--- src/rtl/multicycle_ctrl.sv ---
// Moore control unit for the multicycle MIPS-subset datapath: sequences fetch,
// decode, execute, memory and writeback, and stalls on the shared-memory handshake.
//
// state  | meaning
// -------+------------------------------------------------
// FETCH  | read instruction, latch IR and advance PC on ready
// DECODE | read registers, precompute branch target
// MEMADR | compute lw/sw effective address
// MEMRD  | data read, held until mem_ready
// MEMWB  | write loaded word to rt
// MEMWR  | data write, held until mem_ready
// REXEC  | R-type ALU operation
// RWB    | write R-type result to rd
// BRANCH | beq compare, PC loads target when zero
// JUMP   | PC loads jump target
// ADDIEX | rs + sign-extended immediate
// ADDIWB | write addi result to rt
module multicycle_ctrl (
  input  logic       clk,
  input  logic       reset_n,
  input  logic [5:0] opcode,
  input  logic       alu_zero,
  input  logic       mem_ready,
  output logic       pc_write,
  output logic       pc_write_cond,
  output logic       pc_en,
  output logic       i_or_d,
  output logic       mem_read,
  output logic       mem_write,
  output logic       ir_write,
  output logic       reg_dst,
  output logic       mem_to_reg,
  output logic       reg_write,
  output logic       alu_src_a,
  output logic [1:0] alu_src_b,
  output logic [1:0] alu_op,
  output logic [1:0] pc_source,
  output logic       illegal_op,
  output logic [3:0] state
);

  localparam logic [5:0] OP_R    = 6'b000000;
  localparam logic [5:0] OP_LW   = 6'b100011;
  localparam logic [5:0] OP_SW   = 6'b101011;
  localparam logic [5:0] OP_BEQ  = 6'b000100;
  localparam logic [5:0] OP_J    = 6'b000010;
  localparam logic [5:0] OP_ADDI = 6'b001000;

  typedef enum logic [3:0] {
    S_FETCH  = 4'd0,
    S_DECODE = 4'd1,
    S_MEMADR = 4'd2,
    S_MEMRD  = 4'd3,
    S_MEMWB  = 4'd4,
    S_MEMWR  = 4'd5,
    S_REXEC  = 4'd6,
    S_RWB    = 4'd7,
    S_BRANCH = 4'd8,
    S_JUMP   = 4'd9,
    S_ADDIEX = 4'd10,
    S_ADDIWB = 4'd11
  } state_t;

  state_t state_q, state_d;

  logic       pc_write_c, pc_write_cond_c, i_or_d_c, mem_read_c, mem_write_c;
  logic       ir_write_c, reg_dst_c, mem_to_reg_c, reg_write_c, alu_src_a_c;
  logic       illegal_op_c;
  logic [1:0] alu_src_b_c, alu_op_c, pc_source_c;

  always_ff @(posedge clk or negedge reset_n) begin
    if (!reset_n) state_q <= S_FETCH;
    else          state_q <= state_d;
  end

  always_comb begin
    state_d = S_FETCH;
    case (state_q)
      S_FETCH:  state_d = mem_ready ? S_DECODE : S_FETCH;
      S_DECODE: begin
        case (opcode)
          OP_LW, OP_SW: state_d = S_MEMADR;
          OP_R:         state_d = S_REXEC;
          OP_BEQ:       state_d = S_BRANCH;
          OP_J:         state_d = S_JUMP;
          OP_ADDI:      state_d = S_ADDIEX;
          default:      state_d = S_FETCH;
        endcase
      end
      // An opcode that is neither lw nor sw here abandons the access harmlessly.
      S_MEMADR: begin
        if (opcode == OP_LW)      state_d = S_MEMRD;
        else if (opcode == OP_SW) state_d = S_MEMWR;
        else                      state_d = S_FETCH;
      end
      S_MEMRD:  state_d = mem_ready ? S_MEMWB : S_MEMRD;
      S_MEMWB:  state_d = S_FETCH;
      S_MEMWR:  state_d = mem_ready ? S_FETCH : S_MEMWR;
      S_REXEC:  state_d = S_RWB;
      S_RWB:    state_d = S_FETCH;
      S_BRANCH: state_d = S_FETCH;
      S_JUMP:   state_d = S_FETCH;
      S_ADDIEX: state_d = S_ADDIWB;
      S_ADDIWB: state_d = S_FETCH;
      default:  state_d = S_FETCH;
    endcase
  end

  always_comb begin
    pc_write_c      = 1'b0;
    pc_write_cond_c = 1'b0;
    i_or_d_c        = 1'b0;
    mem_read_c      = 1'b0;
    mem_write_c     = 1'b0;
    ir_write_c      = 1'b0;
    reg_dst_c       = 1'b0;
    mem_to_reg_c    = 1'b0;
    reg_write_c     = 1'b0;
    alu_src_a_c     = 1'b0;
    illegal_op_c    = 1'b0;
    alu_src_b_c     = 2'b00;
    alu_op_c        = 2'b00;
    pc_source_c     = 2'b00;
    case (state_q)
      S_FETCH: begin
        mem_read_c  = 1'b1;
        alu_src_b_c = 2'b01;
        ir_write_c  = mem_ready;
        pc_write_c  = mem_ready;
      end
      S_DECODE: begin
        alu_src_b_c = 2'b11;
        illegal_op_c = !(opcode inside {OP_R, OP_LW, OP_SW, OP_BEQ, OP_J, OP_ADDI});
      end
      S_MEMADR, S_ADDIEX: begin
        alu_src_a_c = 1'b1;
        alu_src_b_c = 2'b10;
      end
      S_MEMRD: begin
        mem_read_c = 1'b1;
        i_or_d_c   = 1'b1;
      end
      S_MEMWB: begin
        reg_write_c  = 1'b1;
        mem_to_reg_c = 1'b1;
      end
      S_MEMWR: begin
        mem_write_c = 1'b1;
        i_or_d_c    = 1'b1;
      end
      S_REXEC: begin
        alu_src_a_c = 1'b1;
        alu_op_c    = 2'b10;
      end
      S_RWB: begin
        reg_write_c = 1'b1;
        reg_dst_c   = 1'b1;
      end
      S_BRANCH: begin
        alu_src_a_c     = 1'b1;
        alu_op_c        = 2'b01;
        pc_write_cond_c = 1'b1;
        pc_source_c     = 2'b01;
      end
      S_JUMP: begin
        pc_write_c  = 1'b1;
        pc_source_c = 2'b10;
      end
      S_ADDIWB: reg_write_c = 1'b1;
      default: ;
    endcase
  end

  // Reset gates every strobe so nothing (not even the FETCH read) reaches the datapath.
  assign pc_write      = reset_n & pc_write_c;
  assign pc_write_cond = reset_n & pc_write_cond_c;
  assign pc_en         = pc_write | (pc_write_cond & alu_zero);
  assign i_or_d        = reset_n & i_or_d_c;
  assign mem_read      = reset_n & mem_read_c;
  assign mem_write     = reset_n & mem_write_c;
  assign ir_write      = reset_n & ir_write_c;
  assign reg_dst       = reset_n & reg_dst_c;
  assign mem_to_reg    = reset_n & mem_to_reg_c;
  assign reg_write     = reset_n & reg_write_c;
  assign alu_src_a     = reset_n & alu_src_a_c;
  assign illegal_op    = reset_n & illegal_op_c;
  assign alu_src_b     = {2{reset_n}} & alu_src_b_c;
  assign alu_op        = {2{reset_n}} & alu_op_c;
  assign pc_source     = {2{reset_n}} & pc_source_c;
  assign state         = state_q;

endmodule

--- config.mk ---
export PLATFORM = sky130hd
export DESIGN_NAME = multicycle_ctrl
export DESIGN_NICKNAME = d
export VERILOG_FILES = /design/src/rtl/multicycle_ctrl.sv
export SDC_FILE = /design/constraint.sdc
export NUM_CORES = 1
export LEC_CHECK = 0
export BUFFER_PORTS_ARGS = -buffer_cell sky130_fd_sc_hd__buf_2
export CAP_MARGIN = 10
export CORE_AREA = 2 2 39 41
export CTS_BUF_LIST = sky130_fd_sc_hd__clkbuf_8 sky130_fd_sc_hd__clkbuf_16
export DETAILED_ROUTE_END_ITERATION = 10
export DIE_AREA = 0 0 41 43
export GPL_ROUTABILITY_DRIVEN = 0
export PLACE_DENSITY = 0.84
export SYNTH_ARGS = -nofsm -noshare
export SYNTH_HDL_FRONTEND = slang
export SYNTH_SLANG_ARGS = --single-unit
--- constraint.sdc ---
create_clock -name clk -period 1.95 [get_ports clk]
set_clock_uncertainty 0.05 [all_clocks]
set_input_delay 0.195 -clock clk [delete_from_list [all_inputs] [get_ports clk]]
set_output_delay 0.195 -clock clk [all_outputs]
set_load 0.05 [all_outputs]
==> results of run 1 <==
what timing repair did:
action                     in CTS  in global routing
hold buffers                    1                  0
hold endpoints to repair        4                  0
setup endpoints to repair       0                  7
resized for setup               0                  6
buffers inserted                0                  1
layout make-up:
cell class,instances,area share (%)
repair buffers,36,22.4
multi-input cells,68,57.7
inverters,2,0.840
well taps,16,2.24
clock inverters,1,0.420
clock buffers,3,4.62
flip-flops and latches,4,11.8
synth_stat cells, drive strengths merged (2+ instances only):
cell type	instances
nor2	12
nor3	11
nand2	6
buf	5
nand2b	5
o21ai	5
dfrtp	4
nand3b	4
a21oi	2
a41oi	2
and2b	2
inv	2
worst max-delay path, cell delays in order (launching register included):
cell and delay, ns:
sky130_fd_sc_hd__dfrtp_2 0.48, sky130_fd_sc_hd__buf_4 0.20, sky130_fd_sc_hd__buf_4 0.15, sky130_fd_sc_hd__nor3_4 0.21, sky130_fd_sc_hd__a21o_4 0.13, sky130_fd_sc_hd__buf_2 0.24
routing by layer:
metal  up-vias  part of all wire, %
met5         -                    0
met4         0                  2.2
met3         7                  5.2
met2        38                   54
met1       345                   39
li1        359                    -
stage by stage:
stage                     instance area, sq um  setup TNS, ns  total power, W
after CTS                                  877              0        0.000469
after global routing                       893              0        0.000487
after floorplan                            684         -0.278        0.000233
after detailed placement                   822              0        0.000274
after global placement                     822              0        0.000272
final                                      893              0        0.000474
worst paths after layout:
check / start / end / slack, ns / cells past startpoint
worst min-delay path: opcode[1] / state[2] / 0.30 / 2
worst min register to register: state[3] / state[3] / 0.67 / 3
worst max-delay path: state[1] / pc_en / 0.06 / 5
min in group asynchronous: reset_n / state[2] / 0.39 / 2
worst max register to register: state[1] / state[2] / 0.36 / 4
max in group asynchronous: reset_n / state[3] / 1.27 / 2
power groups by stage:
stage	logic (W)	clock network [W]	registers (W)
5_1_grt	0.000190	0.000195	0.000102
3_3_place_gp	0.000169	0	0.000102
6_report	0.000178	0.000194	0.000101
3_5_place_dp	0.000172	0	0.000102
2_1_floorplan	0.000129	0	0.000104
4_1_cts	0.000176	0.000192	0.000102
logic make-up after synthesis:
kind of cell / after synthesis
xor gates and xnor gates: 2
and+or+nand+nor: 48
DFF: 4
AOI/OAI and AO/OA: 18
buffers and inverters: 8
==> results list, run 1 <==
- The floorplan step defined a core boundary enclosing 0.00138 sq mm.
- The die covers 0.00176 sq mm.
* First-pass DRT Iterations: 4
* Clk buf depth: 2
* Fill cells: 124
* Relative contribution of the clock network to total power: 41.0%
- The first global-routing pass estimated 2780 um of wire.
- Most common cell after layout, fill and taps aside: sky130_fd_sc_hd__buf_2
- Final hold analysis gives a worst-case slack of 0.302 ns.
- The routed design could run at a clock period as short as 1.89 ns.
- Count of state elements after synthesis: 4
* Cell taking the most area after synthesis: sky130_fd_sc_hd__dfrtp_1
- Setup violation total in the final timing report: 0
* Share of post-route cells with drive strength above 1: 50.0%
- Initial antenna violation count: 0
- DIE HEIGHT: 43 um
- Number of pins exceeding their max-slew limit in the final report: 0
- Data required time of the critical path: 1.70 ns
* Worst Setup Path Type: reg -> out
- Detailed-route via count: 749
* Int Pwr: 0.000278 W
- Of the total synthesized cell area, the portion taken by full adders, half adders and majority gates is 0%.
- IR analysis of the VDD net gives a maximum drop of 337 uV.
- The multi-input combinational cells in the finished layout cover a total of 515 sq um.
- Switching Power: 0.000196 W
* Post-synth EDFFs: 0
* CTS tree: yes
* Largest family of logic cells by synthesized area: simple AND/OR/NAND/NOR gates
- The synthesized netlist devotes 22.3% of its cell area to compound gates.
- During placement, the flow inserted port buffers numbering 31.
* Overall routing resource usage: 23.3%
* Switching power share of the total: 41.3%
- Most area-consuming cells after synthesis: sky130_fd_sc_hd__dfrtp_1, sky130_fd_sc_hd__nor3_1, sky130_fd_sc_hd__nor2_1
- TritonCTS buffer count: 3
- Commonest cells after routing, fill and taps aside: sky130_fd_sc_hd__buf_2, sky130_fd_sc_hd__nor2_1, sky130_fd_sc_hd__buf_4
- The number of global-route vias before repair is 651.
- A synthesized cell averages 7.29 sq um.
* Number of remaining DRC errors: 0
- CP Data Arrival Time: 1.65 ns
- Gr ovfl total: 0
* Total power density per cell area: 530 mW/mm^2
* Instance count of the mapped netlist: 80
- Met2 Use GR: 36.9%
* Detail Placement HPWL: 1310 um
* Maximum number of pins on one net before global-route repair: 16
- Registers are responsible for 21.3% of the overall power.
- In this run the tightest slew margin relative to its limit is 76.5%.
* Worst-case setup margin in the final layout: 0.0597 ns
* Placed Cells: 124
- Combinational logic is responsible for 37.6% of the overall power.
* Register Area: 105 sq um
- Leak pwr: 0.420 nW
- Die Span X: 41 um
- Final #Nets: 125
- Post-DRT Antenna Nets: 0
- Period Utilization, post-route: 96.9%
* Endpoints failing hold: 0
* Final core utilization: 64.6%
* Worst slack, placed: 0.242 ns
* DRC violation total after the first TritonRoute iteration: 39
- Non-filler cells, final: 130
- Count of standard-cell rows: 14
- For the pin with the worst max-slew slack, the measured transition is 0.348 ns.
* Seq/Total Area, Yosys: 17.2%
* Proportion of netlist area held by the largest area contributor: 17.2%
* Antenna fix cells: 0
- Per-cell via count in the routed design: 5.76
- For this design, the sink count on the clock tree is 4.
- Hold WC Path Type: in -> reg
- Cell area after synthesis: 583 sq um
- Worst-path clk slew: 0.04 ns
- In the final routed layout, each cell accounts on average for 13.8 um.
- The final layout contains routed wiring with a total length of 1800 um.
- The synthesized netlist devotes 47.6% of its cell area to simple gates.
- Once the floorplan was initialized, standard cells occupied 42.1% of the core.
- Async set-or-reset flop fraction in the synthesized netlist: 100%
- Worst skew pair latency: 0.23 ns
- Warning count from the yosys run: 0
* CP endpoint kind: primary output
- met2 is the most crowded layer.
- Global routing used 1.57% of the available met3 tracks.
* Flip-flop cell with the highest count after synthesis: sky130_fd_sc_hd__dfrtp_1
- Counting every net in the synthesized netlist gives 90.
* Number of H-tree levels: 1
* Synth unique cells: 38
* Max frequency: 529 MHz
* Unrepaired setup endpoints after global routing: false
- Largest driver fanout on the critical path: 12
* Worst setup SP type: register
- 32 I/O pins were placed.
- CTS placed an instance of sky130_fd_sc_hd__clkbuf_8 at the clock tree root.
- The register with the most flip-flops in the layout has 4 of them.
* Synthesis-to-layout area growth: 53.2%
* Synthesized-area fraction occupied by xor and xnor cells: 3.00%
* Outcome: complete, no violations
* Number of maximum-capacitance constraint violations: 0
* Share of synthesized area spent on multiplexers: 0%
- In the global route stage, met1 resource usage came out at 29.5%.
(Power assumes the default switching activity.)
==> run 2: changes to the inputs <==
clock period = 2.2 ns   (was 1.95 ns; I/O delays follow)
==> results list, run 2 (same netlist as run 1, synthesis figures left out) <==
* Outcome: complete, no violations (unchanged)
- The post-layout instance area is 835 sq um (was 893 sq um).
- Clock period minus worst slack: 2.06 ns
- The port buffer count came to 31 (unchanged).
- Global-route wire length before repair: 2620 um (was 2780 um)
* VDD IR-drop max: 370 uV (was 337 uV)
- The number of buffers created by CTS is 3 (unchanged).
- Switching power share of the total: 39.2% (was 41.3%)
* Share of post-route cells with drive strength above 1: 43.8% (was 50.0%)
* Per-cell via count in the routed design: 5.54 (was 5.76)
- Part of the power in combinational logic: 37.1% (was 37.6%)
- The transition time at the pin with the least slew margin came to 0.543 ns (was 0.348 ns).
- The initial antenna violation count is 0 (unchanged).
- Detail Placement HPWL: 1250 um (was 1310 um)
- Hold_ws: 0.323 ns (was 0.302 ns)
- Flip-flop count of the largest register, all copies and words added: 4 (unchanged)
- The type of the setup path with the least slack was reg -> out (unchanged).
- Hold WC Path Type: in -> reg (unchanged)
- First-pass DRT Iterations: 4 (unchanged)
- The startpoint of the lowest-slack register-to-register path was state[0] (was state[1]).
* Overall routing resource usage: 20.6% (was 23.3%)
* Largest driver fanout on the critical path: 14 (was 12)
* Number of global-route vias before repair: 594 (was 651)
- The number of placed instances with taps included came to 123 (was 124).
- Slowest stage cell on the critical path: sky130_fd_sc_hd__dfrtp_1 (was sky130_fd_sc_hd__dfrtp_2)
- Final #Nets: 123 (was 125)
- The number of buffers between clock root and the deepest sink came to 2 (unchanged).
* DIE HEIGHT: 43 um (unchanged)
- Endpoints failing hold: 0 (unchanged)
* Worst-path cell chain: nand2b_1 > nor3_1 > o211a_1 > buf_2 (was buf_4 > buf_4 > nor3_4 > a21o_4 > buf_2)
- Top-level port count: 32 (unchanged)
- The share of power burned in the clock network came to 40.0% (was 41.0%).
- The number of H-tree levels is 1 (unchanged).
* Worst slew slack as a fraction of its limit: 63.8% (was 76.5%)
- The number of routed nets with antenna violations was 0 (unchanged).
* Share of total power in sequential cells: 22.8% (was 21.3%)
- Worst skew pair latency: 0.22 ns (was 0.23 ns)
* Total power density per cell area: 474 mW/mm^2 (was 530 mW/mm^2)
- Area inside the core boundary: 0.00138 sq mm (unchanged)
* Wirelength, routed: 1650 um (was 1800 um)
- End of the worst register-to-register path: state[1] (was state[2])
- CP endpoint kind: primary output (unchanged)
- The required time of the critical path was 1.93 ns (was 1.70 ns).
* Avg WL per Cell: 12.9 um (was 13.8 um)
* Switching Power: 0.000155 W (was 0.000196 W)
- Maximum number of pins on one net before global-route repair: 16 (unchanged)
* Int Pwr: 0.000240 W (was 0.000278 W)
- Count of standard-cell rows: 14 (unchanged)
* End point of the critical path: illegal_op (was pc_en)
- Worst setup SP type: register (unchanged)
* Number of buffers and inverters on the critical path: 1 (was 3)
- The cell count of the worst reg-to-reg path was 5 (was 4).
* Final TNS setup: 0 ns (unchanged)
- The width of the die came to 41 um (unchanged).
* Antenna fix cells: 0 (unchanged)
* Leak pwr: 0.410 nW (was 0.420 nW)
- The number of max-cap violations was 0 (unchanged).
- The setup slack on the worst flop-to-flop path was 0.54 ns (was 0.36 ns).
- Floorplan die area: 0.00176 sq mm (unchanged)
* Setup violation total in the final timing report: 0 (unchanged)
- CTS tree: yes (unchanged)
- The start point of the critical path is state[0] (was state[1]).
- Number of buffers inserted by hold repair at cts: 1 (unchanged)
- The largest stage delay on the critical path was 0.67 ns (was 0.48 ns).
- The routed via count came to 709 (was 749).
- The number of resized instances in the post-cts repair step is 0 (unchanged).
* Gr ovfl total: 0 (unchanged)
- Total setup buffers inserted after CTS: 0 (unchanged)
- Number of sinks on the clock net: 4 (unchanged)
- The buffer type at the clock tree root is sky130_fd_sc_hd__clkbuf_8 (unchanged).
- DRC violation total after the first TritonRoute iteration: 9 (was 39)
* Number of pins exceeding their max-slew limit in the final report: 0 (unchanged)
- Non-filler cells, final: 128 (was 130)
- Commonest cells after routing, fill and taps aside: sky130_fd_sc_hd__buf_2, sky130_fd_sc_hd__nor2_1, sky130_fd_sc_hd__nand2_1 (was sky130_fd_sc_hd__buf_2, sky130_fd_sc_hd__nor2_1, sky130_fd_sc_hd__buf_4).
- The starting density of the core came to 42.1% (unchanged).
- Max frequency: 486 MHz
* Most common cell after layout, fill and taps aside: sky130_fd_sc_hd__buf_2 (unchanged)
* CP Data Arrival Time: 1.79 ns (was 1.65 ns)
- The depth of the critical timing path with buffers and inverters included is 4 (was 5).
* Placed Area: 779 sq um (was 822 sq um)
* Unrepaired setup endpoints after global routing: false (unchanged)
* Number of remaining DRC errors: 0 (unchanged)
- Worst-path clk slew: 0.03 ns (was 0.04 ns)
- Synthesis-to-layout area growth: 43.1% (was 53.2%)
- Cell family with most CP delay: flip-flops (was buffers and inverters)
- After layout, the worst path uses 93.5% of the clock period.
==> run 2: cell types whose count changed in the layout (fill, tap and decap cells not counted), moves of 2 or more <==
| cell | change |
|---|---|
| sky130_fd_sc_hd__dfrtp_2 | -3 |
| sky130_fd_sc_hd__buf_2 | +2 |
| sky130_fd_sc_hd__dfrtp_1 | +3 |
| sky130_fd_sc_hd__buf_4 | -4 |
==> run 2: layer usage <==
metal / vias to the layer above / global-route usage, % / wire length, um
met3: 2 / 0 / 99
met1: 317 / 29.3 / 725
met2: 31 / 33.1 / 815
li1: 359 / - / -
met4: 0 / 6.00 / 10
met5: - / 0 / 0
==> run 2: how the worst min path moves through the flow <==
| stage | start | endpoint | slack [ns] | cells past startpoint |
|---|---|---|---|---|
| 2_1_floorplan | reset_n | state[0] | -0.13 | 0 |
| 3_3_place_gp | reset_n | state[2] | 0.02 | 1 |
| 3_5_place_dp | reset_n | state[2] | 0.01 | 1 |
| 4_1_cts | opcode[1] | state[2] | 0.32 | 2 |
| 5_1_grt | opcode[1] | state[2] | 0.34 | 2 |
| 6_report | opcode[1] | state[2] | 0.32 | 2 |
==> run 2: power groups by stage <==
stage               clock, W  combinational, W  sequential [W]
floorplan                  0          0.000107       0.0000914
global placement           0          0.000142       0.0000896
detailed placement         0          0.000145       0.0000908
CTS                 0.000162          0.000147       0.0000899
global route        0.000163          0.000158       0.0000912
finish              0.000158          0.000147       0.0000902
==> run 2: per-stage QoR <==
stage	util, %	worst slack (ns)	total power [W]
2_1_floorplan	-	-0.176	0.000199
3_3_place_gp	56.3	0.475	0.000231
3_5_place_dp	56.3	0.387	0.000236
4_1_cts	60.3	0.127	0.000399
5_1_grt	60.3	0.0256	0.000412
6_report	60.3	0.143	0.000395
==> run 2: final cells by class <==
class,instances,area [sq um]
clock buffers,3,41.3
clock inverters,1,3.75
fillers,134,549
inverters,2,7.51
multi-input cells,68,480
flip-flops and latches,4,101
well taps,16,20.0
repair buffers,34,180
==> run 3: changes to the inputs <==
--- a/config.mk
+++ b/config.mk
@@ -11,2 +11,3 @@
 export CTS_BUF_LIST = sky130_fd_sc_hd__clkbuf_8 sky130_fd_sc_hd__clkbuf_16
+export CTS_CLUSTER_DIAMETER = 40
 export DETAILED_ROUTE_END_ITERATION = 10
==> constraint.sdc (replaced) <==
create_clock -name clk -period 2.2 [get_ports clk]
set_clock_uncertainty 0.05 [all_clocks]
set_input_delay 0.44 -clock clk [delete_from_list [all_inputs] [get_ports clk]]
set_output_delay 0.44 -clock clk [all_outputs]
set_load 0.05 [all_outputs]
==> results list, run 3 (same netlist as run 1, synthesis figures left out) <==
- Starting Density: 42.1% (unchanged)
- The area of the core came to 0.00138 sq mm (unchanged).
- Relative contribution of the clock network to total power: 40.5% (was 40.0%)
- The most heavily used metal layer in global routing was met2 (unchanged).
- The number of flip-flops in the largest register came to 4 (unchanged).
* Number of maximum-capacitance constraint violations: 0 (unchanged)
- First-pass DRT Iterations: 4 (unchanged)
- The combined flip-flop and latch cell area is 104 sq um (was 101 sq um).
* Number of port buffers: 31 (unchanged)
- The switching fraction of total power was 39.9% (was 39.2%).
- Overall routing resource usage: 20.1% (was 20.6%)
- The combinational group share of total power came to 37.2% (was 37.1%).
- Share of post-route cells with drive strength above 1: 49.1% (was 43.8%)
- The height of the die came to 43 um (unchanged).
* Number of H-tree levels: 1 (unchanged)
- The number of rows created at floorplan was 14 (unchanged).
* Final #Nets: 125 (was 123)
- Endpoints failing hold: 0 (unchanged)
- CP endpoint kind: primary output (unchanged)
* Top-level port count: 32 (unchanged)
* Outcome: complete, no violations (unchanged)
- The net switching power figure is 0.000162 W (was 0.000155 W).
- The transition time at the pin with the least slew margin came to 0.374 ns (was 0.543 ns).
- Share of total power in sequential cells: 22.3% (was 22.8%)
- The final max-slew violation count came to 0 (unchanged).
* Most common cell after layout, fill and taps aside: sky130_fd_sc_hd__buf_2 (unchanged)
* FF-to-FF path depth: 3 (was 5)
* Number of remaining DRC errors: 0 (unchanged)
* Unrepaired setup endpoints after global routing: false (unchanged)
- The width of the die came to 41 um (unchanged).
- The combined area of the multi-input logic cells was 507 sq um (was 480 sq um).
- TritonCTS buffer count: 3 (unchanged)
- Worst skew pair latency: 0.22 ns (about the same)
- The clock-pin slew reported for the worst setup and hold paths after clock tree synthesis is 0.03 ns (about the same).
* Number of sinks on the clock net: 4 (unchanged)
- CP Data Arrival Time: 1.62 ns (was 1.79 ns)
- The worst relative slew slack came to 74.8% (was 63.8%).
* Worst setup SP type: register (unchanged)
- Worst-path cell chain: nand2b_1 > or2_2 > nor3_2 > clkbuf_4 (was nand2b_1 > nor3_1 > o211a_1 > buf_2)
- The initial detailed-routing violation count is 16 (was 9).
- The worst hold-check slack was 0.00458 ns (was 0.323 ns).
- Per-cell via count in the routed design: 5.56 (was 5.54)
- The TritonCTS clock tree was yes (unchanged).
- The pin count of the biggest net entering global routing is 20 (was 16).
- GRT met3 Usage: 0% (unchanged)
- The floorplan die area came to 0.00176 sq mm (unchanged).
- The internal portion of total power came to 0.000244 W (was 0.000240 W).
- CP max stage delay: 0.47 ns (was 0.67 ns)
* Final TNS setup: 0 ns (unchanged)
- The post-route fraction of the period consumed by the critical path was 96.1% (was 93.5%).
- Setup violation total in the final timing report: 0 (unchanged)
* Slowest stage cell on the critical path: sky130_fd_sc_hd__dfrtp_2 (was sky130_fd_sc_hd__dfrtp_1)
- Initial antenna violation count: 0 (unchanged)
* Fill cells: 123 (was 134)
- Largest driver fanout on the critical path: 11 (was 14)
- The routed via count is 723 (was 709).
- The signed area change from the synthesized netlist to the final layout is 51.9% (was 43.1%).
* Clock period minus worst slack: 2.11 ns (was 2.06 ns)
- The areal power density over the cells is 459 mW/mm^2 (was 474 mW/mm^2).
- The routed wire length per instance is 12.5 um (was 12.9 um).
* VDD IR-drop max: 444 uV (was 370 uV)
- Max frequency: 473 MHz (was 486 MHz)
- Clock Tree Root: sky130_fd_sc_hd__clkbuf_8 (unchanged)
- Number of global-route vias before repair: 586 (was 594)
* Global-route wire length before repair: 2500 um (was 2620 um)
- Data required time of the critical path: 1.71 ns (was 1.93 ns)
- Antenna fix cells: 0 (unchanged)
* Hold WC Path Type: in -> async (was in -> reg)
- Gr ovfl total: 0 (unchanged)
- Clk buf depth: 2 (unchanged)
- The met2 capacity usage during global routing is 30.9% (was 33.1%).
* Commonest cells after routing, fill and taps aside: sky130_fd_sc_hd__buf_2, sky130_fd_sc_hd__nor2_1, sky130_fd_sc_hd__nand2_1 (unchanged)
* Leak pwr: 0.421 nW (was 0.410 nW)
- The number of routed nets with antenna violations was 0 (unchanged).
- Met1 track demand over resource: 27.0% (was 29.3%)
* Detail Placement HPWL: 1220 um (was 1250 um)
* Wirelength, routed: 1620 um (was 1650 um)
- Worst Setup Path Type: reg -> out (unchanged)
==> run 3: what timing repair did <==
item                                    CTS  global route
gates resized for setup                   0             4
hold buffers                              0             0
setup buffers                             0             2
endpoints found under the setup margin    0             6
==> run 3: layout make-up <==
type	instances	area share [%]
clock buffer	3	4.66
clock inverter	1	0.424
inverter	2	0.847
multi-input combinational	68	57.2
sequential	4	11.7
tap	16	2.26
timing repair buffer	36	22.9
==> run 3: critical path: cells and delay by family, from the launching register on <==
family                 cells  cell delay [ns]
and+or+nand+nor            3             0.68
DFF                        1             0.47
buffers and inverters      1             0.25
==> run 3: power by group through the flow <==
stage	logic [W]	registers (W)	clock network, W
floorplan	0.000112	0.0000920	0
global placement	0.000146	0.0000917	0
detailed placement	0.000148	0.0000918	0
CTS	0.000148	0.0000908	0.000164
global route	0.000162	0.0000922	0.000170
finish	0.000151	0.0000906	0.000165
==> run 3: worst paths after layout <==
check | start | endpoint | slack (ns)
max in group asynchronous | reset_n | state[2] | 1.91
min in group clk | opcode[1] | state[2] | 0.55
worst min-delay path | reset_n | state[1] | 0.005
worst min register to register | state[3] | state[3] | 0.69
worst max register to register | state[0] | state[2] | 0.68
worst max-delay path | state[3] | mem_to_reg | 0.09
==> run 3: per-layer routing <==
layer  vias up  wire, um
li1        362         -
met1       328       648
met2        29       857
met3         4        77
met4         0        35
met5         -         0
==> run 3: per-stage QoR <==
step | utilization [%] | setup slack (ns) | total power (W) | std cells | cell area, sq um
floorplan | - | -0.0548 | 0.000204 | 80 | 678
global placement | 59.0 | 0.256 | 0.000238 | 124 | 816
detailed placement | 59.0 | 0.204 | 0.000240 | 124 | 816
CTS | 62.2 | 0.00452 | 0.000404 | 128 | 861
global route | 64.0 | 0.00612 | 0.000424 | 130 | 886
finish | 64.0 | 0.0852 | 0.000406 | 130 | 886
